--- src/rtl/pipeline_perf_monitor_pkg.sv ---
// Shared definitions for the pipeline performance monitor: FSM encoding,
// readout select width and the channel map of pipeline events.
package pipeline_perf_monitor_pkg;

    typedef enum logic [1:0] {
        IDLE = 2'd0,
        RUN  = 2'd1,
        DONE = 2'd2
    } pm_state_t;

    // Readout selects are 4 bits: 0 = cycle counter, 1..15 = event channels
    localparam int SEL_WIDTH = 4;

    // Event channel assignment for the 5-stage pipeline top
    localparam int EV_FE_STALL   = 0;
    localparam int EV_DE_STALL   = 1;
    localparam int EV_BR_MISPRED = 2;
    localparam int EV_FLUSH      = 3;
    localparam int EV_RETIRE     = 4;

endpackage

--- src/rtl/pipeline_perf_monitor_if.sv ---
// Control, event and readout bundle of the performance monitor.
// master drives events/control and observes readouts; slave is the monitor.
interface pipeline_perf_monitor_if #(
    parameter int NUM_EVENTS = 8,
    parameter int CNT_WIDTH  = 32,
    parameter int WIN_WIDTH  = 16
);
    import pipeline_perf_monitor_pkg::*;

    logic [NUM_EVENTS-1:0] event_i;
    logic                  start;
    logic                  stop;
    logic                  clear;
    logic [WIN_WIDTH-1:0]  win_len;
    logic [SEL_WIDTH-1:0]  sel_a;
    logic [SEL_WIDTH-1:0]  sel_b;
    logic [CNT_WIDTH-1:0]  out_a;
    logic [CNT_WIDTH-1:0]  out_b;
    logic                  running;
    logic                  done;
    logic [NUM_EVENTS:0]   overflow;

    modport master (
        output event_i, start, stop, clear, win_len, sel_a, sel_b,
        input  out_a, out_b, running, done, overflow
    );

    modport slave (
        input  event_i, start, stop, clear, win_len, sel_a, sel_b,
        output out_a, out_b, running, done, overflow
    );

endinterface

--- src/rtl/perf_counter.sv ---
// Single event counter with synchronous clear, increment strobe and a
// sticky overflow flag. SATURATE selects stick-at-all-ones or wrap.
module perf_counter #(
    parameter int CNT_WIDTH = 32,
    parameter bit SATURATE  = 1'b1
) (
    input  logic                 clk,
    input  logic                 reset,
    input  logic                 clr,
    input  logic                 inc,
    output logic [CNT_WIDTH-1:0] count,
    output logic                 ovf
);

    localparam logic [CNT_WIDTH-1:0] ALL_ONES = {CNT_WIDTH{1'b1}};

    // Count increments; an increment at all-ones flags overflow and saturates or wraps
    always_ff @(posedge clk) begin
        if (reset || clr) begin
            count <= '0;
            ovf   <= 1'b0;
        end else if (inc) begin
            if (count == ALL_ONES) begin
                ovf <= 1'b1;
                if (!SATURATE) begin
                    count <= '0;
                end
            end else begin
                count <= count + CNT_WIDTH'(1);
            end
        end
    end

endmodule

--- src/rtl/pipeline_perf_monitor.sv ---
// Performance monitor: one cycle counter plus NUM_EVENTS event counters,
// run freely or over a programmable window, with two registered readouts.
module pipeline_perf_monitor
    import pipeline_perf_monitor_pkg::*;
#(
    parameter int NUM_EVENTS = 8,
    parameter int CNT_WIDTH  = 32,
    parameter int WIN_WIDTH  = 16,
    parameter bit SATURATE   = 1'b1,
    parameter bit AUTO_START = 1'b1
) (
    input logic                   clk,
    input logic                   reset,
    pipeline_perf_monitor_if.slave bus
);

    pm_state_t             state;
    pm_state_t             state_next;
    logic [WIN_WIDTH-1:0]  win_latched;
    logic [WIN_WIDTH-1:0]  remaining;
    logic                  counting;
    logic                  expire;
    logic                  counter_clr;
    logic [NUM_EVENTS:0]   inc;
    logic [NUM_EVENTS:0]   ovf;
    logic [CNT_WIDTH-1:0]  cnt [0:NUM_EVENTS];
    logic [CNT_WIDTH-1:0]  mux_a;
    logic [CNT_WIDTH-1:0]  mux_b;

    assign counting    = (state == RUN);
    assign expire      = counting && (win_latched != '0) && (remaining == WIN_WIDTH'(1));
    assign counter_clr = bus.clear | bus.start;

    // Slot 0 is the cycle counter; slot k+1 follows event channel k
    assign inc[0]            = counting;
    assign inc[NUM_EVENTS:1] = {NUM_EVENTS{counting}} & bus.event_i;

    assign bus.running  = (state == RUN);
    assign bus.done     = (state == DONE);
    assign bus.overflow = ovf;

    // State register; AUTO_START drops straight into a free-running window
    always_ff @(posedge clk) begin
        if (reset) begin
            state <= AUTO_START ? RUN : IDLE;
        end else begin
            state <= state_next;
        end
    end

    // Next state: clear beats start beats stop/window expiry
    always_comb begin
        state_next = state;
        if (bus.clear) begin
            state_next = IDLE;
        end else if (bus.start) begin
            state_next = RUN;
        end else if (counting && (bus.stop || expire)) begin
            state_next = DONE;
        end
    end

    // Window length is captured on start and counted down on each RUN cycle
    always_ff @(posedge clk) begin
        if (reset) begin
            win_latched <= '0;
            remaining   <= '0;
        end else if (!bus.clear) begin
            if (bus.start) begin
                win_latched <= bus.win_len;
                remaining   <= bus.win_len;
            end else if (counting && (win_latched != '0)) begin
                remaining <= remaining - WIN_WIDTH'(1);
            end
        end
    end

    genvar k;
    for (k = 0; k <= NUM_EVENTS; k++) begin : g_cnt
        perf_counter #(
            .CNT_WIDTH (CNT_WIDTH),
            .SATURATE  (SATURATE)
        ) u_cnt (
            .clk   (clk),
            .reset (reset),
            .clr   (counter_clr),
            .inc   (inc[k]),
            .count (cnt[k]),
            .ovf   (ovf[k])
        );
    end

    // Readout selection; selects beyond the last channel read zero
    always_comb begin
        mux_a = '0;
        mux_b = '0;
        for (int i = 0; i <= NUM_EVENTS; i++) begin
            if (bus.sel_a == SEL_WIDTH'(i)) begin
                mux_a = cnt[i];
            end
            if (bus.sel_b == SEL_WIDTH'(i)) begin
                mux_b = cnt[i];
            end
        end
    end

    // Registered readout ports, live in every state
    always_ff @(posedge clk) begin
        if (reset) begin
            bus.out_a <= '0;
            bus.out_b <= '0;
        end else begin
            bus.out_a <= mux_a;
            bus.out_b <= mux_b;
        end
    end

endmodule
--- src/flat_wrapper.sv ---
// flat-port wrapper written by rule: the top's interface ports become plain ports
module pipeline_perf_monitor_flat import pipeline_perf_monitor_pkg::*;
#(
    parameter int NUM_EVENTS = 8,
    parameter int CNT_WIDTH  = 32,
    parameter int WIN_WIDTH  = 16,
    parameter bit SATURATE   = 1'b1,
    parameter bit AUTO_START = 1'b1
)
  (clk, reset, bus_event_i, bus_start, bus_stop, bus_clear, bus_win_len, bus_sel_a, bus_sel_b, bus_out_a, bus_out_b, bus_running, bus_done, bus_overflow);
  pipeline_perf_monitor_if #(.NUM_EVENTS(NUM_EVENTS), .CNT_WIDTH(CNT_WIDTH), .WIN_WIDTH(WIN_WIDTH)) bus_i ();
  input logic clk;
  input logic reset;
  input wire logic [$bits(bus_i.event_i)-1:0] bus_event_i;
  input wire logic [$bits(bus_i.start)-1:0] bus_start;
  input wire logic [$bits(bus_i.stop)-1:0] bus_stop;
  input wire logic [$bits(bus_i.clear)-1:0] bus_clear;
  input wire logic [$bits(bus_i.win_len)-1:0] bus_win_len;
  input wire logic [$bits(bus_i.sel_a)-1:0] bus_sel_a;
  input wire logic [$bits(bus_i.sel_b)-1:0] bus_sel_b;
  output wire logic [$bits(bus_i.out_a)-1:0] bus_out_a;
  output wire logic [$bits(bus_i.out_b)-1:0] bus_out_b;
  output wire logic [$bits(bus_i.running)-1:0] bus_running;
  output wire logic [$bits(bus_i.done)-1:0] bus_done;
  output wire logic [$bits(bus_i.overflow)-1:0] bus_overflow;
  assign bus_i.event_i = bus_event_i;
  assign bus_i.start = bus_start;
  assign bus_i.stop = bus_stop;
  assign bus_i.clear = bus_clear;
  assign bus_i.win_len = bus_win_len;
  assign bus_i.sel_a = bus_sel_a;
  assign bus_i.sel_b = bus_sel_b;
  assign bus_out_a = bus_i.out_a;
  assign bus_out_b = bus_i.out_b;
  assign bus_running = bus_i.running;
  assign bus_done = bus_i.done;
  assign bus_overflow = bus_i.overflow;
  pipeline_perf_monitor #(.NUM_EVENTS(NUM_EVENTS), .CNT_WIDTH(CNT_WIDTH), .WIN_WIDTH(WIN_WIDTH), .SATURATE(SATURATE), .AUTO_START(AUTO_START)) u_core (.clk(clk), .reset(reset), .bus(bus_i));
endmodule
--- config.mk ---
export PLATFORM = sky130hd
export DESIGN_NAME = pipeline_perf_monitor_flat
export DESIGN_NICKNAME = d
export VERILOG_FILES = /design/src/rtl/pipeline_perf_monitor_pkg.sv /design/src/rtl/pipeline_perf_monitor_if.sv /design/src/rtl/perf_counter.sv /design/src/rtl/pipeline_perf_monitor.sv /design/src/flat_wrapper.sv
export SDC_FILE = /design/constraint.sdc
export NUM_CORES = 1
export LEC_CHECK = 0
export ABC_AREA = 0
export BUFFER_PORTS_ARGS = -buffer_cell sky130_fd_sc_hd__buf_2
export CAP_MARGIN = 20
export CORE_AREA = 2 2 156 220
export CTS_CLUSTER_DIAMETER = 50
export CTS_CLUSTER_SIZE = 8
export DETAILED_ROUTE_END_ITERATION = 7
export DIE_AREA = 0 0 158 222
export PLACE_DENSITY_LB_ADDON = 0.3
export SETUP_SLACK_MARGIN = 0.1
export SYNTH_ARGS = -nofsm -noshare
export SYNTH_HDL_FRONTEND = slang
export SYNTH_SLANG_ARGS = --single-unit
--- constraint.sdc ---
create_clock -name clk -period 5.5 [get_ports clk]
set_clock_uncertainty 0.15 [all_clocks]
set_input_delay 0.275 -clock clk [delete_from_list [all_inputs] [get_ports clk]]
set_output_delay 0.275 -clock clk [all_outputs]
set_load 0.05 [all_outputs]
==> results.toml <==
[final_layout]
nets = 2754
seqCellArea_um2 = 7908
multiInputGateArea_um2 = 12590
final_core_util_pct = 71.97
most-common-layout-cells = "434 x nor2_1, 395 x dfxtp_1, 200 x nand2_1, 168 x a21oi_1, 139 x xor2_1"
layout-drive-gt1-share_pct = 9.583
layout_commonest_cell = "nor2_1"
nFillCells = 2578
syn_to_final_growth_pct = 11.63

[critical_path]
path_cells = "nand2b_1 > clkinv_1 > nand2_1 > nor3_1 > nand2_1 > or4_1 > nand2_1"
cp.required_ps = 5880
worst-setup-path-type = "flip-flop to flip-flop"
crit_path_max_incr_delay_ps = 860
timing.rr.start = "u_core.state[0]$_SDFFE_PP1P_"
end_kind = "flip-flop"
r2r_slack_ps = 1570
r2r_end = "u_core.g_cnt[3].u_cnt.count[18]$_SDFFE_PP0P_"
cp_max_fo = 13
worst_setup_path_start_kind = "flip-flop"
reg2regPathDepth = 7
crit_slowest_cell = "nor3_1"
critical_path_arrival_ps = 4320
crit_top_cell = "nand2_1"

[clock_tree]
cts_setup_buffers = 0
ctsLongestPathBuffers = 3
cts_buffers = 57
cts.sinks = 395
h-tree-depth = 2
cts_root_buf = "clkbuf_16"
clkLatencyLatePin_ps = 600
path_clk_slew_ps = 50
ctsResizeCount = 0
cts_tree = "built"

[sta]
setup_tns_ps = 0
rsz0062_at_grt = "false"
finalCriticalPeriod_ps = 3933
slew_violations = 0
setup_viol = 0
worst_pin_slew_ps = 1149
hold_violations = 0
period_share_pct = 71.52
slew-limit-headroom_pct = 22.79
max_freq_mhz = 254.2

[global_routing]
grt_first_pass_wirelength_um = 119000
grt_max_degree = 68
antenna_found_initial = 3
grt_util_all_layers_pct = 44.37
grt_overflow = 0
grt_pass1_vias = 20400

[placed_design]
gp_congestion = 1.012
port_buffers = 111
hpwl_um = 57700

[floorplan]
rows = 79
die_area_um2 = 35080
io_pins = 112
die_w_um = 158
start_util_pct = 64.47
coreArea_um2 = 33010
die_y_um = 222

[logic_synthesis]
ys_ff_latch = 395
synth-main-ff-cell = "dfxtp_1"
ys_seq_area_share_pct = 37.15
synthCells = 2659
netlist_area_um2 = 21280
synth-async-reset-ratio_pct = 0
yosysWarnings = 0
syn-mean-instance-area_um2 = 8.005
synth_enable_flop_cells = 0
syn-num-nets = 2707
synthDistinctLibCells = 80

[route]
wire_per_inst_um = 25.35
route.detailed.drc = 0
first_pass_iters = 7
viasPerCell = 6.915
antenna_left = 0
num_vias = 21840
first_iter_violations = 2952
wl_um = 80070

[power_and_ir_drop]
power_density_nw_per_um2 = 272.3
p_sw_share_pct = 24.59
clock_power_share_pct = 47.8
power_w = 0.006470
pwr-share-seq_pct = 45.2
p_leak_nw = 7.958
comb_power_share_pct = 7.0
irDropWorstVdd_v = 0.0002650
p_switching_w = 0.001591
p_int_w = 0.004879

[min_path]
hp-class = "input port to flip-flop"
holdPathEnd = "u_core.g_cnt[3].u_cnt.count[8]$_SDFFE_PP0P_"
hold_depth = 5
hp-start = "bus_event_i[2]"

[job]
cap_violations = 0

[outcome]
status = "finished, final reports clean"
power by group through the flow:
stage                     logic (W)  registers (W)  clock network [W]
after global routing       0.000477        0.00292            0.00320
final                      0.000452        0.00292            0.00309
after CTS                  0.000436        0.00292            0.00309
after floorplan            0.000270        0.00300                  0
after detailed placement   0.000420        0.00298                  0
after global placement     0.000414        0.00298                  0
stage by stage:
stage / cell area (um^2) / instances / setup slack, ps / hold slack, ps
finish: 23760 / 3159 / 1567 / 70.73
global route: 23760 / 3158 / 1655 / 98.77
CTS: 23760 / 3158 / 1932 / 46.72
detailed placement: 22000 / 3067 / 1995 / 300.4
global placement: 22000 / 3067 / 2012 / 293.3
floorplan: 21280 / 2659 / 3095 / 261.0
kinds of logic (layout without fill, tap and decap cells):
kind of cell | after synthesis | count (layout) | synth area share, %
flip-flops | 395 | 395 | 37.15
adder cells (fa/ha/maj) | 11 | 11 | 0.6466
AND/OR/NAND/NOR | 1171 | 1171 | 26.96
AO/OA/AOI/OAI | 522 | 522 | 16.21
other | 0 | 1 | 0
multiplexers | 118 | 118 | 5.690
XOR/XNOR | 226 | 226 | 9.300
buffers and inverters | 216 | 270 | 4.033
final cells by class:
cell class              count  area share (%)
diodes                      1         0.01053
clock buffers              61           6.193
clock inverters             5          0.1633
inverters                  40          0.6319
multi-input cells        2048           52.97
flip-flops and latches    395           33.28
well taps                 445           2.343
repair buffers            164           4.403
flip-flops by register name, indices dropped and copies added, names as in the netlist:
| name | flops |
|---|---|
| u_core.remaining | 16 |
| u_core.g_cnt.u_cnt.ovf | 9 |
| u_core.bus.out_a | 32 |
| u_core.win_latched | 16 |
| u_core.bus.out_b | 32 |
| u_core.g_cnt.u_cnt.count | 288 |
| u_core.state | 2 |
worst max-delay path: cells and delay by family (launching register included):
kind / cells / cell delay [ps]
buf+inv: 1 / 530
flops: 1 / 840
simple gates: 6 / 2330
what timing repair did:
action,in CTS,in global routing
hold buffers,25,0
endpoints found under the setup margin,0,0
endpoints found under the hold margin,46,0
per-layer routing:
layer | vias to the layer above | share of wire [%] | GRT usage (%)
met5 | - | 0.054 | 0
met4 | 6 | 7.5 | 28.02
met3 | 362 | 12 | 10.18
met2 | 1480 | 44 | 68.33
met1 | 10330 | 36 | 55.64
li1 | 9669 | - | -
cells in the mapped netlist, types with 12 or more instances:
library cell	instances	area [um^2]
a222oi_1	27	270.3
a22o_1	29	254.0
clkbuf_1	144	540.5
o22ai_1	62	387.9
dfxtp_1	395	7908
o21ai_0	90	450.4
and3_1	35	219.0
xnor2_1	87	762.0
and4_1	24	210.2
a21oi_1	168	840.8
buf_1	12	45.04
nor4_1	35	219.0
nand4_1	111	694.4
nand2_1	200	750.7
nor3_1	69	345.3
xor2_1	139	1217
a221oi_1	33	289.0
and2_1	18	112.6
nor2b_1	20	125.1
or3_1	53	331.6
nand3_1	107	535.5
a31oi_1	17	106.4
a22oi_1	35	262.8
nor2_1	435	1633
mux2i_1	112	1121
inv_1	38	142.6
worst max path at each step:
stage	cells after the start	slack, ps	start	to
floorplan	6	3100	u_core.remaining[5]$_SDFFE_PP0P_	u_core.remaining[12]$_SDFFE_PP0P_
global placement	5	2010	u_core.state[0]$_SDFFE_PP1P_	u_core.g_cnt[0].u_cnt.count[26]$_SDFFE_PP0P_
detailed placement	6	1990	u_core.state[0]$_SDFFE_PP1P_	u_core.g_cnt[0].u_cnt.count[28]$_SDFFE_PP0P_
CTS	5	1930	u_core.state[0]$_SDFFE_PP1P_	u_core.g_cnt[0].u_cnt.count[26]$_SDFFE_PP0P_
global route	7	1660	u_core.state[0]$_SDFFE_PP1P_	u_core.g_cnt[3].u_cnt.count[18]$_SDFFE_PP0P_
finish	7	1570	u_core.state[0]$_SDFFE_PP1P_	u_core.g_cnt[3].u_cnt.count[18]$_SDFFE_PP0P_
Note: power is estimated with default switching activity, not from simulation.
